**src/rtl/adc_frame_align_ctrl.sv**
```systemverilog
// ---------------------------------------------------------------------------
// adc_frame_align_ctrl
//
// Brings up the LVDS ADC receive path and aligns it to the frame clock.
// The SERDES/lane logic is held in reset until the DCLK MMCM reports lock.
// The controller then issues BITSLIP pulses until the deserialized FCLK word
// matches the frame pattern, and reports lock to the lane datapath. When
// alignment is lost, it retries with a bounded number of full reset attempts.
// Everything runs on the divided frame clock.
//
// Ports
//   FrmClkDiv   in   divided frame clock, rising edge
//   FrmRst_n    in   asynchronous active-low reset
//   MmcmLocked  in   DCLK MMCM lock (asynchronous, synchronized here)
//   ReAlign     in   one-cycle pulse that restarts alignment and clears RetryCnt
//   FrmWord     in   deserialized FCLK word, one per cycle
//   IntfRst     out  active-high reset to SERDES/lane logic
//   Bitslip     out  one-cycle BITSLIP pulse to the ISERDES blocks
//   AlignDone   out  frame alignment achieved and holding
//   AlignFail   out  all retries exhausted
//   SlipCnt     out  bitslips issued in the current attempt
//   RetryCnt    out  reset attempts since reset/ReAlign (saturates at 15)
// ---------------------------------------------------------------------------
module adc_frame_align_ctrl #(
    parameter int          AdcBits      = 12,
    parameter logic [15:0] FrmPattern   = 16'b0000111111000000,
    parameter int          RstCycles    = 16,
    parameter int          SettleCycles = 8,
    parameter int          StableWords  = 32,
    parameter int          LossWords    = 4,
    parameter int          MaxRetries   = 3
) (
    input  logic        FrmClkDiv,
    input  logic        FrmRst_n,
    input  logic        MmcmLocked,
    input  logic        ReAlign,
    input  logic [15:0] FrmWord,
    output logic        IntfRst,
    output logic        Bitslip,
    output logic        AlignDone,
    output logic        AlignFail,
    output logic [3:0]  SlipCnt,
    output logic [3:0]  RetryCnt
);

    localparam logic [2:0] WAIT_LOCK = 3'd0;
    localparam logic [2:0] RST_HOLD  = 3'd1;
    localparam logic [2:0] SETTLE    = 3'd2;
    localparam logic [2:0] CHECK     = 3'd3;
    localparam logic [2:0] SLIP      = 3'd4;
    localparam logic [2:0] LOCKED    = 3'd5;
    localparam logic [2:0] FAIL      = 3'd6;

    // Only the low AdcBits bits of each word carry frame information.
    localparam logic [15:0] CmpMask    = 16'((1 << AdcBits) - 1);
    localparam logic [7:0]  RstLast    = 8'(RstCycles - 1);
    localparam logic [7:0]  SettleLast = 8'(SettleCycles - 1);
    localparam logic [7:0]  StableLast = 8'(StableWords - 1);
    localparam logic [7:0]  LossLast   = 8'(LossWords - 1);
    localparam logic [3:0]  SlipMax    = 4'(AdcBits - 1);
    localparam logic [3:0]  RetryMax   = 4'(MaxRetries);

    logic [2:0] state;
    logic       mmcmMeta;
    logic       mmcmSync;
    logic       matchReg;
    logic [7:0] cycleCnt;
    logic [7:0] matchCnt;
    logic [7:0] lossCnt;
    logic       primed;
    logic [3:0] retrySat;

    assign retrySat = (RetryCnt == 4'hF) ? RetryCnt : RetryCnt + 4'd1;

    // Two-flop synchronizer for the MMCM lock, which comes from another domain.
    always_ff @(posedge FrmClkDiv or negedge FrmRst_n) begin
        if (!FrmRst_n) begin
            mmcmMeta <= 1'b0;
            mmcmSync <= 1'b0;
        end else begin
            mmcmMeta <= MmcmLocked;
            mmcmSync <= mmcmMeta;
        end
    end

    // Registered pattern compare; each word's result is seen one cycle later.
    always_ff @(posedge FrmClkDiv or negedge FrmRst_n) begin
        if (!FrmRst_n) begin
            matchReg <= 1'b0;
        end else begin
            matchReg <= ((FrmWord ^ FrmPattern) & CmpMask) == 16'd0;
        end
    end

    // Alignment sequencer. Outputs are registered alongside the state so that
    // they always reflect the state being entered. Lock loss overrides
    // everything, ReAlign overrides the normal flow. On entering CHECK the
    // first registered result still belongs to a SETTLE word, so it is
    // skipped (primed) and only words that arrive during CHECK are counted.
    always_ff @(posedge FrmClkDiv or negedge FrmRst_n) begin
        if (!FrmRst_n) begin
            state     <= WAIT_LOCK;
            IntfRst   <= 1'b1;
            Bitslip   <= 1'b0;
            AlignDone <= 1'b0;
            AlignFail <= 1'b0;
            SlipCnt   <= 4'd0;
            RetryCnt  <= 4'd0;
            cycleCnt  <= 8'd0;
            matchCnt  <= 8'd0;
            lossCnt   <= 8'd0;
            primed    <= 1'b0;
        end else begin
            Bitslip <= 1'b0;
            if (!mmcmSync) begin
                state     <= WAIT_LOCK;
                IntfRst   <= 1'b1;
                AlignDone <= 1'b0;
                AlignFail <= 1'b0;
                if (ReAlign) begin
                    RetryCnt <= 4'd0;
                end
            end else if (ReAlign) begin
                state     <= RST_HOLD;
                IntfRst   <= 1'b1;
                AlignDone <= 1'b0;
                AlignFail <= 1'b0;
                SlipCnt   <= 4'd0;
                RetryCnt  <= 4'd0;
                cycleCnt  <= 8'd0;
            end else begin
                case (state)
                    WAIT_LOCK: begin
                        state    <= RST_HOLD;
                        IntfRst  <= 1'b1;
                        SlipCnt  <= 4'd0;
                        cycleCnt <= 8'd0;
                    end
                    RST_HOLD: begin
                        if (cycleCnt == RstLast) begin
                            state    <= SETTLE;
                            IntfRst  <= 1'b0;
                            cycleCnt <= 8'd0;
                        end else begin
                            cycleCnt <= cycleCnt + 8'd1;
                        end
                    end
                    SETTLE: begin
                        if (cycleCnt == SettleLast) begin
                            state    <= CHECK;
                            matchCnt <= 8'd0;
                            primed   <= 1'b0;
                        end else begin
                            cycleCnt <= cycleCnt + 8'd1;
                        end
                    end
                    CHECK: begin
                        if (!primed) begin
                            primed <= 1'b1;
                        end else if (matchReg) begin
                            if (matchCnt == StableLast) begin
                                state     <= LOCKED;
                                AlignDone <= 1'b1;
                                lossCnt   <= 8'd0;
                            end else begin
                                matchCnt <= matchCnt + 8'd1;
                            end
                        end else if (SlipCnt < SlipMax) begin
                            state   <= SLIP;
                            Bitslip <= 1'b1;
                            SlipCnt <= SlipCnt + 4'd1;
                        end else if (RetryCnt < RetryMax) begin
                            state    <= RST_HOLD;
                            IntfRst  <= 1'b1;
                            SlipCnt  <= 4'd0;
                            RetryCnt <= RetryCnt + 4'd1;
                            cycleCnt <= 8'd0;
                        end else begin
                            state     <= FAIL;
                            IntfRst   <= 1'b1;
                            AlignFail <= 1'b1;
                        end
                    end
                    SLIP: begin
                        state    <= SETTLE;
                        cycleCnt <= 8'd0;
                        matchCnt <= 8'd0;
                    end
                    LOCKED: begin
                        if (!matchReg) begin
                            if (lossCnt == LossLast) begin
                                state     <= RST_HOLD;
                                AlignDone <= 1'b0;
                                IntfRst   <= 1'b1;
                                SlipCnt   <= 4'd0;
                                RetryCnt  <= retrySat;
                                cycleCnt  <= 8'd0;
                            end else begin
                                lossCnt <= lossCnt + 8'd1;
                            end
                        end else begin
                            lossCnt <= 8'd0;
                        end
                    end
                    FAIL: begin
                        IntfRst   <= 1'b1;
                        AlignFail <= 1'b1;
                    end
                    default: begin
                        state     <= WAIT_LOCK;
                        IntfRst   <= 1'b1;
                        AlignDone <= 1'b0;
                        AlignFail <= 1'b0;
                    end
                endcase
            end
        end
    end

endmodule
```
**config.mk**
```make
export PLATFORM = sky130hd
export DESIGN_NAME = adc_frame_align_ctrl
export DESIGN_NICKNAME = d
export VERILOG_FILES = /design/src/rtl/adc_frame_align_ctrl.sv
export SDC_FILE = /design/constraint.sdc
export NUM_CORES = 1
export LEC_CHECK = 0
export CAP_MARGIN = 20
export CORE_MARGIN = 2
export CORE_UTILIZATION = 40
export CTS_CLUSTER_DIAMETER = 80
export DETAILED_ROUTE_END_ITERATION = 7
export PLACE_DENSITY = 0.61
export SYNTH_ARGS = -nofsm -noshare
export SYNTH_HDL_FRONTEND = slang
export SYNTH_SLANG_ARGS = --single-unit
```
**constraint.sdc**
```tcl
create_clock -name FrmClkDiv -period 3 [get_ports FrmClkDiv]
set_clock_uncertainty 0.15 [all_clocks]
set_input_delay 0.3 -clock FrmClkDiv [delete_from_list [all_inputs] [get_ports FrmClkDiv]]
set_output_delay 0.3 -clock FrmClkDiv [all_outputs]
set_load 0.02 [all_outputs]
```
# Word level (Yosys, flattened, before mapping)
# Index checks and enable logic that the tools add are counted.
# word_totals
inputBits	20
ff_bits	43
output_inout_bits	12
wordCells	171
# classes
addsub	5
magnitude_cmp	2
reduce_logical	23
muxes	84
n_bitwise	2
n_eq_ne	41
# ops
operator	n
$mux 8	18
$mux 4	17
$ne 4x4->1 const B	11
$pmux 8 s5	1
$ne 3x3->1 const B	13
$reduce_and 7->1	5
$mux 3	11
$mux 1	28
$add 8x1->8 const B	3
$pmux 8 s3	1
$pmux 3 s7	1
$reduce_and 9->1	2
$logic_not 16->1	1
$pmux 8 s2	1
$pmux 4 s3	1
$ne 2x2->1 const B	5
$reduce_or 5->1	2
$eq 3x3->1 const B	3
$add 4x1->4 const B	2
$eq 8x2->1 const B	1
$eq 8x3->1 const B	1
$eq 8x4->1 const B	1
$eq 8x5->1 const B	1
$pmux 4 s2	1
20 further kinds	26

# Depth between registers and ports, before layout
# Gate-level depths: netlist of run 1.
# logic_depth
ltp_word	8
ltp_mapped	7
ltp_nobuf	6

# Worst setup path after synthesis of run 1
# No wires, ideal clock.
# synth_timing
path_type	flip-flop to flip-flop
startpoint	reg lossCnt[0]
endpoint	reg SlipCnt[2]
stages_incl_launch_ff	8
synth_period_minus_slack_ns	2.449
path_slack_ns	0.551
n_path_buf	1
t_arrival_ns	2.161
t_required_ns	2.713
setup_ns	0.137
cell_sequence	dfrtp_1 > ha_1 > or4b_1 > or2_1 > a211o_1 > clkbuf_1 > o41ai_1 > o31ai_1
# synth_between
elab_chain_cells	3
# synth_rtl
element	line_no	source
start: declaration	69	logic [7:0] lossCnt;
start signal: assignment	199	lossCnt <= lossCnt + 8'd1;
$eq 8x2->1	191	if (lossCnt == LossLast) begin
$ne 3x3->1 (no source line)	-	
$reduce_and 7->1 (no source line)	-	
end signal: assignment	171	SlipCnt <= SlipCnt + 4'd1;
end: declaration	42	output logic [3:0] SlipCnt,
# Every way passes these cells.
# A chain may end at the register's enable or synchronous reset.

# Final worst setup path of run 1
# layout_timing
startpoint	reg lossCnt[0]
endpoint	reg RetryCnt[2]
# layout_between
elab_chain_cells	3
# layout_rtl
element	line_no	source
$eq 8x2->1	191	
$ne 3x3->1 (no source line)	-	
$reduce_and 9->1 (no source line)	-	
end signal: assignment	176	RetryCnt <= RetryCnt + 4'd1;
end signal: assignment	196	RetryCnt <= retrySat;
end: declaration	43	output logic [3:0] RetryCnt
# Every way passes these cells.

==> results.json, run 1 <==
{
  "ios": 32,
  "clock_sinks": 43,
  "ys_types": 65,
  "ant_nets": 0,
  "clockBufferDepth": 2,
  "ys_ff_latch": 43,
  "ys_async_sr_fraction_pct": 100,
  "grt_pass1_wl_mm": 11.7,
  "relSlewSlack_pct": 37.5,
  "fin_ws_ns": 0.289,
  "hpwlAfterDp_mm": 4.76,
  "cts.htree.levels": 2,
  "antenna_found_initial": 0,
  "period_share_pct": 90.4,
  "nets": 364,
  "synth.avg_cell_area_um2": 8.77,
  "power_density_nw_per_um2": 383,
  "gp_congestion": 0.924,
  "portBuffers": 27,
  "wl_met1_mm": 3.28,
  "cts_tree": "yes",
  "vdd_drop_max_mv": 0.246,
  "place_ws_ns": 0.279,
  "grt_start_max_net_pins": 44,
  "die_w_um": 86.1,
  "wl_met3_um": 262,
  "min_path_type": "input port to async pin",
  "grt_overflow": 0,
  "p_leak_nw": 1.34,
  "drtIter0Drc": 168,
  "cts_hold_buf": 0,
  "met2_length_mm": 3.00,
  "diodes": 0,
  "critPathCaptureType": "register",
  "max_freq_mhz": 369,
  "crit_required_ns": 3.05,
  "status": "complete, but fails checks",
  "drc": 0,
  "path_class": "register to register",
  "worst_slew_pin_slew_ns": 0.938,
  "routed_wl_mm": 6.63,
  "synth_cells": 307,
  "critical_path_arrival_ns": 2.76,
  "path_cells": "ha_1 > or4b_1 > or2_1 > a211o_1 > o21bai_1 > a211o_1",
  "post_cts_resized": 0,
  "netlist_area_um2": 2690,
  "layout-drive-gt1-share_pct": 10.0,
  "initial_core_util_pct": 41.9,
  "drv_cap": 0,
  "worstReg2RegStart": "lossCnt[0]$_DFFE_PN0P_",
  "yosys_warnings": 0,
  "cts_buffers": 5,
  "tns_ns": 0,
  "cpPeakStageDelay_ns": 0.49,
  "cts_setup_buffers": 0,
  "setup_violations": 0,
  "core_area_um2": 6420,
  "path_clk_slew_ns": 0.09,
  "finalCriticalPeriod_ns": 2.71,
  "top_layer": "met4",
  "rows": 29,
  "rsz0062_at_grt": "no",
  "finalMaxSlewViolations": 0,
  "cts-root-buf": "clkbuf_8",
  "final_util_pct": 50.1,
  "clock_latency_ns": 0.30,
  "rrSetupSlack_ns": 0.29,
  "start_kind": "register",
  "synth_ff_type": "dfrtp_1",
  "synth_fp_nets": 332,
  "num_vias": 2543,
  "grt_pass1_vias": 2476,
  "dieArea_um2": 7410,
  "crit_fanout": 17,
  "cpMostUsedCell": "a211o_1",
  "timing.rr.end": "RetryCnt[2]$_DFFE_PN0P_",
  "whs_ns": -0.0126,
  "firstDrtPassIters": 5,
  "n_fill_cell": 613,
  "hold_viol": 12,
  "die_h_um": 86.1,
  "yosysSeqAreaShare_pct": 40.0,
  "vias_per_cell": 6.10,
  "wire_per_inst_um": 15.9,
  "synth_edf_count": 0,
  "cp_slowest_cell": "or4b_1",
  "syn_to_final_growth_pct": 19.5,
  "grt_usage_pct": 19.5,
  "r2r_cells": 6,
  "violations": "hold timing"
}
==> sequential cells by signal, indices dropped and copies added (netlist names) <==
signal and cells:
cycleCnt 8, lossCnt 8, matchCnt 8, RetryCnt 4, SlipCnt 4, state 3, AlignDone 1, AlignFail 1
Bitslip 1, IntfRst 1, matchReg 1, mmcmMeta 1, mmcmSync 1, primed 1
==> how the worst max path moves through the flow <==
stage	start	to	slack (ns)	cells after the start
2_1_floorplan	lossCnt[0]$_DFFE_PN0P_	SlipCnt[2]$_DFFE_PN0P_	0.55	7
3_3_place_gp	lossCnt[0]$_DFFE_PN0P_	RetryCnt[2]$_DFFE_PN0P_	0.31	6
3_5_place_dp	ReAlign	cycleCnt[4]$_DFFE_PN0P_	0.28	5
4_1_cts	lossCnt[0]$_DFFE_PN0P_	RetryCnt[2]$_DFFE_PN0P_	0.28	6
5_1_grt	lossCnt[0]$_DFFE_PN0P_	SlipCnt[2]$_DFFE_PN0P_	0.11	6
6_report	lossCnt[0]$_DFFE_PN0P_	RetryCnt[2]$_DFFE_PN0P_	0.29	6
==> cell usage after synthesis (2+ instances only) <==
| cell type | instances | area [µm²] |
|---|---|---|
| nor2b_1 | 6 | 37.5 |
| a211oi_1 | 3 | 22.5 |
| nand2_1 | 26 | 97.6 |
| nor2_1 | 24 | 90.1 |
| o22a_1 | 2 | 17.5 |
| a31oi_1 | 3 | 18.8 |
| buf_1 | 2 | 7.51 |
| o21ai_0 | 31 | 155 |
| nand3_1 | 13 | 65.1 |
| or4b_1 | 4 | 40.0 |
| mux2_2 | 2 | 22.5 |
| inv_1 | 7 | 26.3 |
| dfrtp_1 | 42 | 1050 |
| nor4_1 | 8 | 50.1 |
| a21oi_1 | 12 | 60.1 |
| o31ai_1 | 9 | 67.6 |
| or2_2 | 2 | 12.5 |
| nand4_1 | 6 | 37.5 |
| clkbuf_1 | 11 | 41.3 |
| o211ai_1 | 2 | 15.0 |
| or3b_2 | 2 | 17.5 |
| a22o_1 | 3 | 26.3 |
| nand2b_1 | 10 | 62.6 |
| and3_1 | 6 | 37.5 |
| o22ai_1 | 3 | 18.8 |
| or3_1 | 12 | 75.1 |
| ha_1 | 5 | 62.6 |
| o41ai_1 | 5 | 43.8 |
| a211o_1 | 3 | 26.3 |
| nor3_1 | 8 | 40.0 |
==> cells by family (layout without fill, tap and decap cells) <==
group,count (synthesis),count (layout),synth area share (%)
AOI/OAI and AO/OA,93,93,24.1
xor gates and xnor gates,2,2,0.650
muxes,3,3,1.21
adders and majority gates,5,5,2.32
DFF,43,43,40.0
and+or+nand+nor,139,139,28.4
buffers and inverters,22,55,3.39
==> power breakdown <==
group | leakage [nW] | switching [W] | internal [W]
sequential | 0.590 | 0.00000707 | 0.000585
clock | 0.0654 | 0.000209 | 0.000333
combinational | 0.687 | 0.0000558 | 0.0000419
total | 1.34 | 0.000272 | 0.000960
==> metal layers <==
layer  GRT usage [%]  vias to the layer above
li1                -                     1233
met1            27.7                     1230
met2            30.8                       69
met3            2.60                       11
met4            6.20                        0
met5               0                        -
==> cell type report <==
type                       instances  area [µm²]  area share (%)
clock buffer                       6        72.6            2.26
tap                               77        96.3            2.99
timing repair buffer              40         360            11.2
sequential                        43        1080            33.5
clock inverter                     2        60.1            1.87
inverter                           7        26.3           0.816
multi-input combinational        242        1530            47.4
==> layout by cell type, fill, tap and decap left out, drive strengths merged, types with 7 or more instances in the layout <==
cell type / count
dfrtp: 42
o21ai: 31
nand2: 26
clkdlybuf4s50: 26
nor2: 24
nand3: 13
buf: 13
or3: 12
a21oi: 12
nand2b: 10
o31ai: 9
nor4: 8
nor3: 8
inv: 7
clkbuf: 7
==> stage by stage <==
step | cell area [µm²] | power, W | cells
floorplan | 2690 | 0.000651 | 307
global placement | 3080 | 0.000700 | 408
detailed placement | 3080 | 0.000701 | 408
CTS | 3210 | 0.00124 | 416
global route | 3220 | 0.00127 | 417
finish | 3220 | 0.00123 | 417
==> critical path: cells and delay by family, from the launching register on <==
family | cells | cell delay [ns]
AOI/OAI and AO/OA | 3 | 1.10
adders and majority gates | 1 | 0.21
DFF | 1 | 0.38
and+or+nand+nor | 2 | 0.76
Power figures use the tool's default switching activity.
==> run 2: changes to the inputs <==
REMOVE_ABC_BUFFERS = 1   (was default)
==> run 2 against run 1 <==
Against the previous run: the flow now finishes without violations; global-route usage down 1.1 points; clock power down 24%; setup slack better by 0.0043 ns; sequential power about the same; first-iteration DRC count up 20%; critical path type unchanged.
==> results.json, run 2 (same netlist as run 1, synthesis figures left out) <==
{
  "grt_pass1_vias": 2350,
  "min_path_type": "register to register",
  "routed_wl_mm": 6.25,
  "p_leak_nw": 1.33,
  "place_area_um2": 3060,
  "power_frac_seq_pct": 53.6,
  "die_h_um": 86.1,
  "power.net_switching_w": 0.000263,
  "switching_share_pct": 23.9,
  "syn_to_final_growth_pct": 18.8,
  "worst_slew_pin_slew_ns": 0.602,
  "finalMaxSlewViolations": 0,
  "cts.htree.levels": 2,
  "period_share_pct": 90.2,
  "crit_fanout": 17,
  "cts_tree": "yes",
  "ios": 32,
  "place_ws_ns": 0.117,
  "setup_violations": 0,
  "cts_setup_buffers": 0,
  "nets": 363,
  "rows": 29,
  "critPathCaptureType": "register",
  "power_density_nw_per_um2": 345,
  "critical_path_arrival_ns": 2.76,
  "drc": 0,
  "vdd_drop_max_mv": 0.211,
  "met2_length_mm": 2.82,
  "final_cell_mix": "42 x dfrtp_1, 31 x o21ai_0, 26 x nand2_1, 26 x clkdlybuf4s50_1, 24 x nor2_1",
  "reg_top3": "cycleCnt (8), lossCnt (8), matchCnt (8)",
  "tns_ns": 0,
  "final_util_pct": 49.8,
  "grt_pass1_wl_mm": 11.0,
  "stdcell_count": 416,
  "start_kind": "register",
  "crit_required_ns": 3.06,
  "wl_met3_um": 320,
  "grt_usage_pct": 18.4,
  "fin_ws_ns": 0.294,
  "max_freq_mhz": 369,
  "portBuffers": 27,
  "postLayoutCellArea_um2": 3200,
  "dieArea_um2": 7410,
  "gp_congestion": 0.877,
  "comb_power_share_pct": 9.1,
  "p_clk_share_pct": 37.3,
  "clock_latency_ns": 0.30,
  "layout-drive-gt1-share_pct": 9.44,
  "dp.cells": 405,
  "ant_nets": 0,
  "top_layer": "met4",
  "wl_met1_mm": 3.01,
  "cts_buffers": 5,
  "firstDrtPassIters": 4,
  "layout_commonest_cell": "dfrtp_1",
  "grt_start_max_net_pins": 44,
  "hold_viol": 0,
  "path_class": "register to register",
  "cts-root-buf": "clkbuf_8",
  "clockBufferDepth": 2,
  "vias_per_cell": 5.95,
  "drv_cap": 0,
  "grt_overflow": 0,
  "power.internal_w": 0.000840,
  "diodes": 0,
  "die_w_um": 86.1,
  "relSlewSlack_pct": 59.5,
  "antenna_found_initial": 0,
  "drtIter0Drc": 201,
  "num_vias": 2475,
  "initial_core_util_pct": 41.9,
  "rsz0062_at_grt": "no",
  "core_area_um2": 6420,
  "hpwlAfterDp_mm": 4.57,
  "wire_per_inst_um": 15.0,
  "finalCriticalPeriod_ns": 2.71,
  "path_clk_slew_ns": 0.08,
  "clock_sinks": 43,
  "status": "completed"
}
[run 2: changes by cell type in the layout (fill, tap and decap cells not counted), sizes merged]
cell | previous run | this run
buf | 13 | 11
bufinv | 2 | 0
clkbuf | 7 | 9
dlygate4sd3 | 0 | 1
[run 2: area by class of cell]
class	count	area, µm²
clock buffer	8	100
fill	635	3220
inverter	7	26.3
multi-input combinational	242	1530
sequential	43	1080
tap	77	96.3
timing repair buffer	39	375
[run 2: worst max-delay path, stage by stage, from the launching register on]
cell and delay [ns]:
dfrtp_1 0.38, ha_1 0.21, or4b_1 0.49, or2_1 0.27, a211o_1 0.47, or3_1 0.41, o31ai_1 0.23
[run 2: worst paths after layout]
kind / start / to / slack (ns) / cells past startpoint
min in group asynchronous: FrmRst_n / RetryCnt[0]$_DFFE_PN0P_ / 0.36 / 2
min: mmcmMeta$_DFF_PN0_ / mmcmSync$_DFF_PN0_ / 0.20 / 0
max in group asynchronous: FrmRst_n / IntfRst$_DFFE_PN1P_ / 1.77 / 3
max: lossCnt[0]$_DFFE_PN0P_ / SlipCnt[2]$_DFFE_PN0P_ / 0.29 / 6
min reg2reg: mmcmMeta$_DFF_PN0_ / mmcmSync$_DFF_PN0_ / 0.20 / 0
max reg2reg: lossCnt[0]$_DFFE_PN0P_ / SlipCnt[2]$_DFFE_PN0P_ / 0.29 / 6
[run 2: power by group through the flow]
stage / clock, W / sequential, W / combinational, W
floorplan: 0 / 0.000606 / 0.0000394
global placement: 0 / 0.000603 / 0.0000950
detailed placement: 0 / 0.000603 / 0.0000948
CTS: 0.000426 / 0.000591 / 0.0000952
global route: 0.000452 / 0.000593 / 0.000112
finish: 0.000411 / 0.000591 / 0.000101
[run 2: metal layers]
metal,vias up,global-route usage (%)
met2,67,29.8
met5,-,0
met4,0,5.92
li1,1229,-
met1,1172,25.2
met3,7,3.08
[run 2: stage by stage]
| step | total power, W | hold slack (ns) |
|---|---|---|
| finish | 0.00110 | 0.203 |
| global route | 0.00116 | 0.220 |
| detailed placement | 0.000698 | 0.187 |
| global placement | 0.000698 | 0.182 |
| CTS | 0.00111 | 0.0460 |
| floorplan | 0.000645 | -0.146 |
[run 2: timing repair]
action / 4_1_cts / 5_1_grt
gates resized for setup: 0 / 0
hold endpoints to repair: 0 / 21
hold buffers: 0 / 1
==> run 3: changes to the inputs <==
PLACE_DENSITY = 0.68   (was 0.61)
==> run 3 against run 2 <==
Against the previous run: cell count increased by 0.24%; cell area increased by 0.16%; sequential cell count unchanged; fmax decreased by 1.0%; critical path type unchanged; via count increased by 1.1%.
==> results.json, run 3 (same netlist as run 1, synthesis figures left out) <==
{
  "status": "completed",
  "num_vias": 2502,
  "start_kind": "register",
  "cts_setup_buffers": 0,
  "routed_wl_mm": 6.32,
  "min_path_type": "input port to async pin",
  "period_share_pct": 91.1,
  "cts.htree.levels": 2,
  "cp.depth": 6,
  "wire_per_inst_um": 15.1,
  "rows": 29,
  "crit_required_ns": 3.05,
  "max_freq_mhz": 366,
  "die_w_um": 86.1,
  "rsz0062_at_grt": "no",
  "rrSetupSlack_ns": 0.27,
  "use_met1_pct": 28.1,
  "gp_congestion": 0.884,
  "layout_commonest_cell": "dfrtp_1",
  "stdcell_count": 417,
  "antenna_found_initial": 0,
  "path_cells": "ha_1 > or4b_1 > or2_1 > a211o_1 > or3_1 > o31ai_1",
  "vdd_drop_max_mv": 0.253,
  "crit_fanout": 17,
  "finalMaxSlewViolations": 0,
  "drc": 0,
  "grt-busiest-layer": "met1",
  "cts_tree": "yes",
  "place_ws_ns": 0.291,
  "whs_ns": 0.00581,
  "dieArea_um2": 7410,
  "dp.cells": 409,
  "vias_per_cell": 6.00,
  "r2r_cells": 6,
  "path_clk_slew_ns": 0.09,
  "clock_sinks": 43,
  "use_met3_pct": 2.98,
  "hold_viol": 0,
  "hpwlAfterDp_mm": 4.54,
  "firstDrtPassIters": 5,
  "diodes": 0,
  "drv_cap": 0,
  "cts_hold_buf": 0,
  "core_area_um2": 6420,
  "die_h_um": 86.1,
  "ant_nets": 0,
  "tns_ns": 0,
  "clockBufferDepth": 2,
  "post_cts_resized": 0,
  "setup_violations": 0,
  "drtIter0Drc": 192,
  "grt_usage_pct": 18.6,
  "cp_slowest_cell": "or4b_1",
  "worstReg2RegStart": "lossCnt[0]$_DFFE_PN0P_",
  "layout-drive-gt1-share_pct": 10.3,
  "ios": 32,
  "cpPeakStageDelay_ns": 0.49,
  "crit_family": "simple AND/OR/NAND/NOR gates",
  "nets": 364,
  "worst_slew_pin_slew_ns": 0.957,
  "grt_pass1_wl_mm": 11.3,
  "clock_latency_ns": 0.29,
  "fin_ws_ns": 0.266,
  "initial_core_util_pct": 41.9,
  "grt_overflow": 0,
  "grt_start_max_net_pins": 44,
  "finalCriticalPeriod_ns": 2.73,
  "timing.rr.end": "SlipCnt[2]$_DFFE_PN0P_",
  "p_leak_nw": 1.34,
  "reg_top3": "cycleCnt (8), lossCnt (8), matchCnt (8)",
  "use_met2_pct": 27.6,
  "grt_pass1_vias": 2398,
  "critical_path_arrival_ns": 2.79,
  "relSlewSlack_pct": 36.2,
  "cts_buffers": 5,
  "critPathBufInv": 0,
  "final_cell_mix": "42 x dfrtp_1, 31 x o21ai_0, 26 x nand2_1, 26 x clkdlybuf4s50_1, 24 x nor2_1",
  "critPathCaptureType": "register",
  "cts-root-buf": "clkbuf_8",
  "portBuffers": 27,
  "syn_to_final_growth_pct": 19.0,
  "path_class": "register to register",
  "power_density_nw_per_um2": 364
}
==> run 3: final cells by class <==
cell class                      count  area [µm²]
Clock inverter                      2        35.0
Inverter                            7        26.3
Clock buffer                        6        82.6
Sequential cell                    43        1080
Tap cell                           77        96.3
Multi-Input combinational cell    242        1530
Fill cell                         596        3220
Timing Repair Buffer               40         363
==> run 3: metal layers <==
layer / part of all wire, % / vias up
met5: 0 / -
met4: 1.1 / 0
met3: 4.7 / 8
met2: 44 / 80
met1: 50 / 1176
li1: - / 1238
==> run 3: worst max path at each step <==
stage                            from                 endpoint  slack, ns
2_1_floorplan  lossCnt[0]$_DFFE_PN0P_   SlipCnt[2]$_DFFE_PN0P_       0.55
3_3_place_gp   lossCnt[0]$_DFFE_PN0P_  RetryCnt[2]$_DFFE_PN0P_       0.34
3_5_place_dp   lossCnt[0]$_DFFE_PN0P_  RetryCnt[2]$_DFFE_PN0P_       0.29
4_1_cts        lossCnt[0]$_DFFE_PN0P_   SlipCnt[2]$_DFFE_PN0P_       0.27
5_1_grt        lossCnt[0]$_DFFE_PN0P_   SlipCnt[2]$_DFFE_PN0P_       0.08
6_report       lossCnt[0]$_DFFE_PN0P_   SlipCnt[2]$_DFFE_PN0P_       0.27
==> run 3: stage by stage <==
stage	utilization [%]	power (W)	instance area, µm²
floorplan	-	0.000645	2630
global placement	48.1	0.000700	3090
detailed placement	48.1	0.000702	3090
CTS	49.9	0.00118	3210
global route	49.9	0.00122	3210
finish	49.9	0.00117	3210
==> run 3: power by group <==
part | leakage [nW] | total [W] | switching (W) | internal [W]
clock network | 0.0612 | 0.000476 | 0.000206 | 0.000270
logic | 0.689 | 0.0000990 | 0.0000566 | 0.0000424
registers | 0.590 | 0.000592 | 0.00000675 | 0.000585
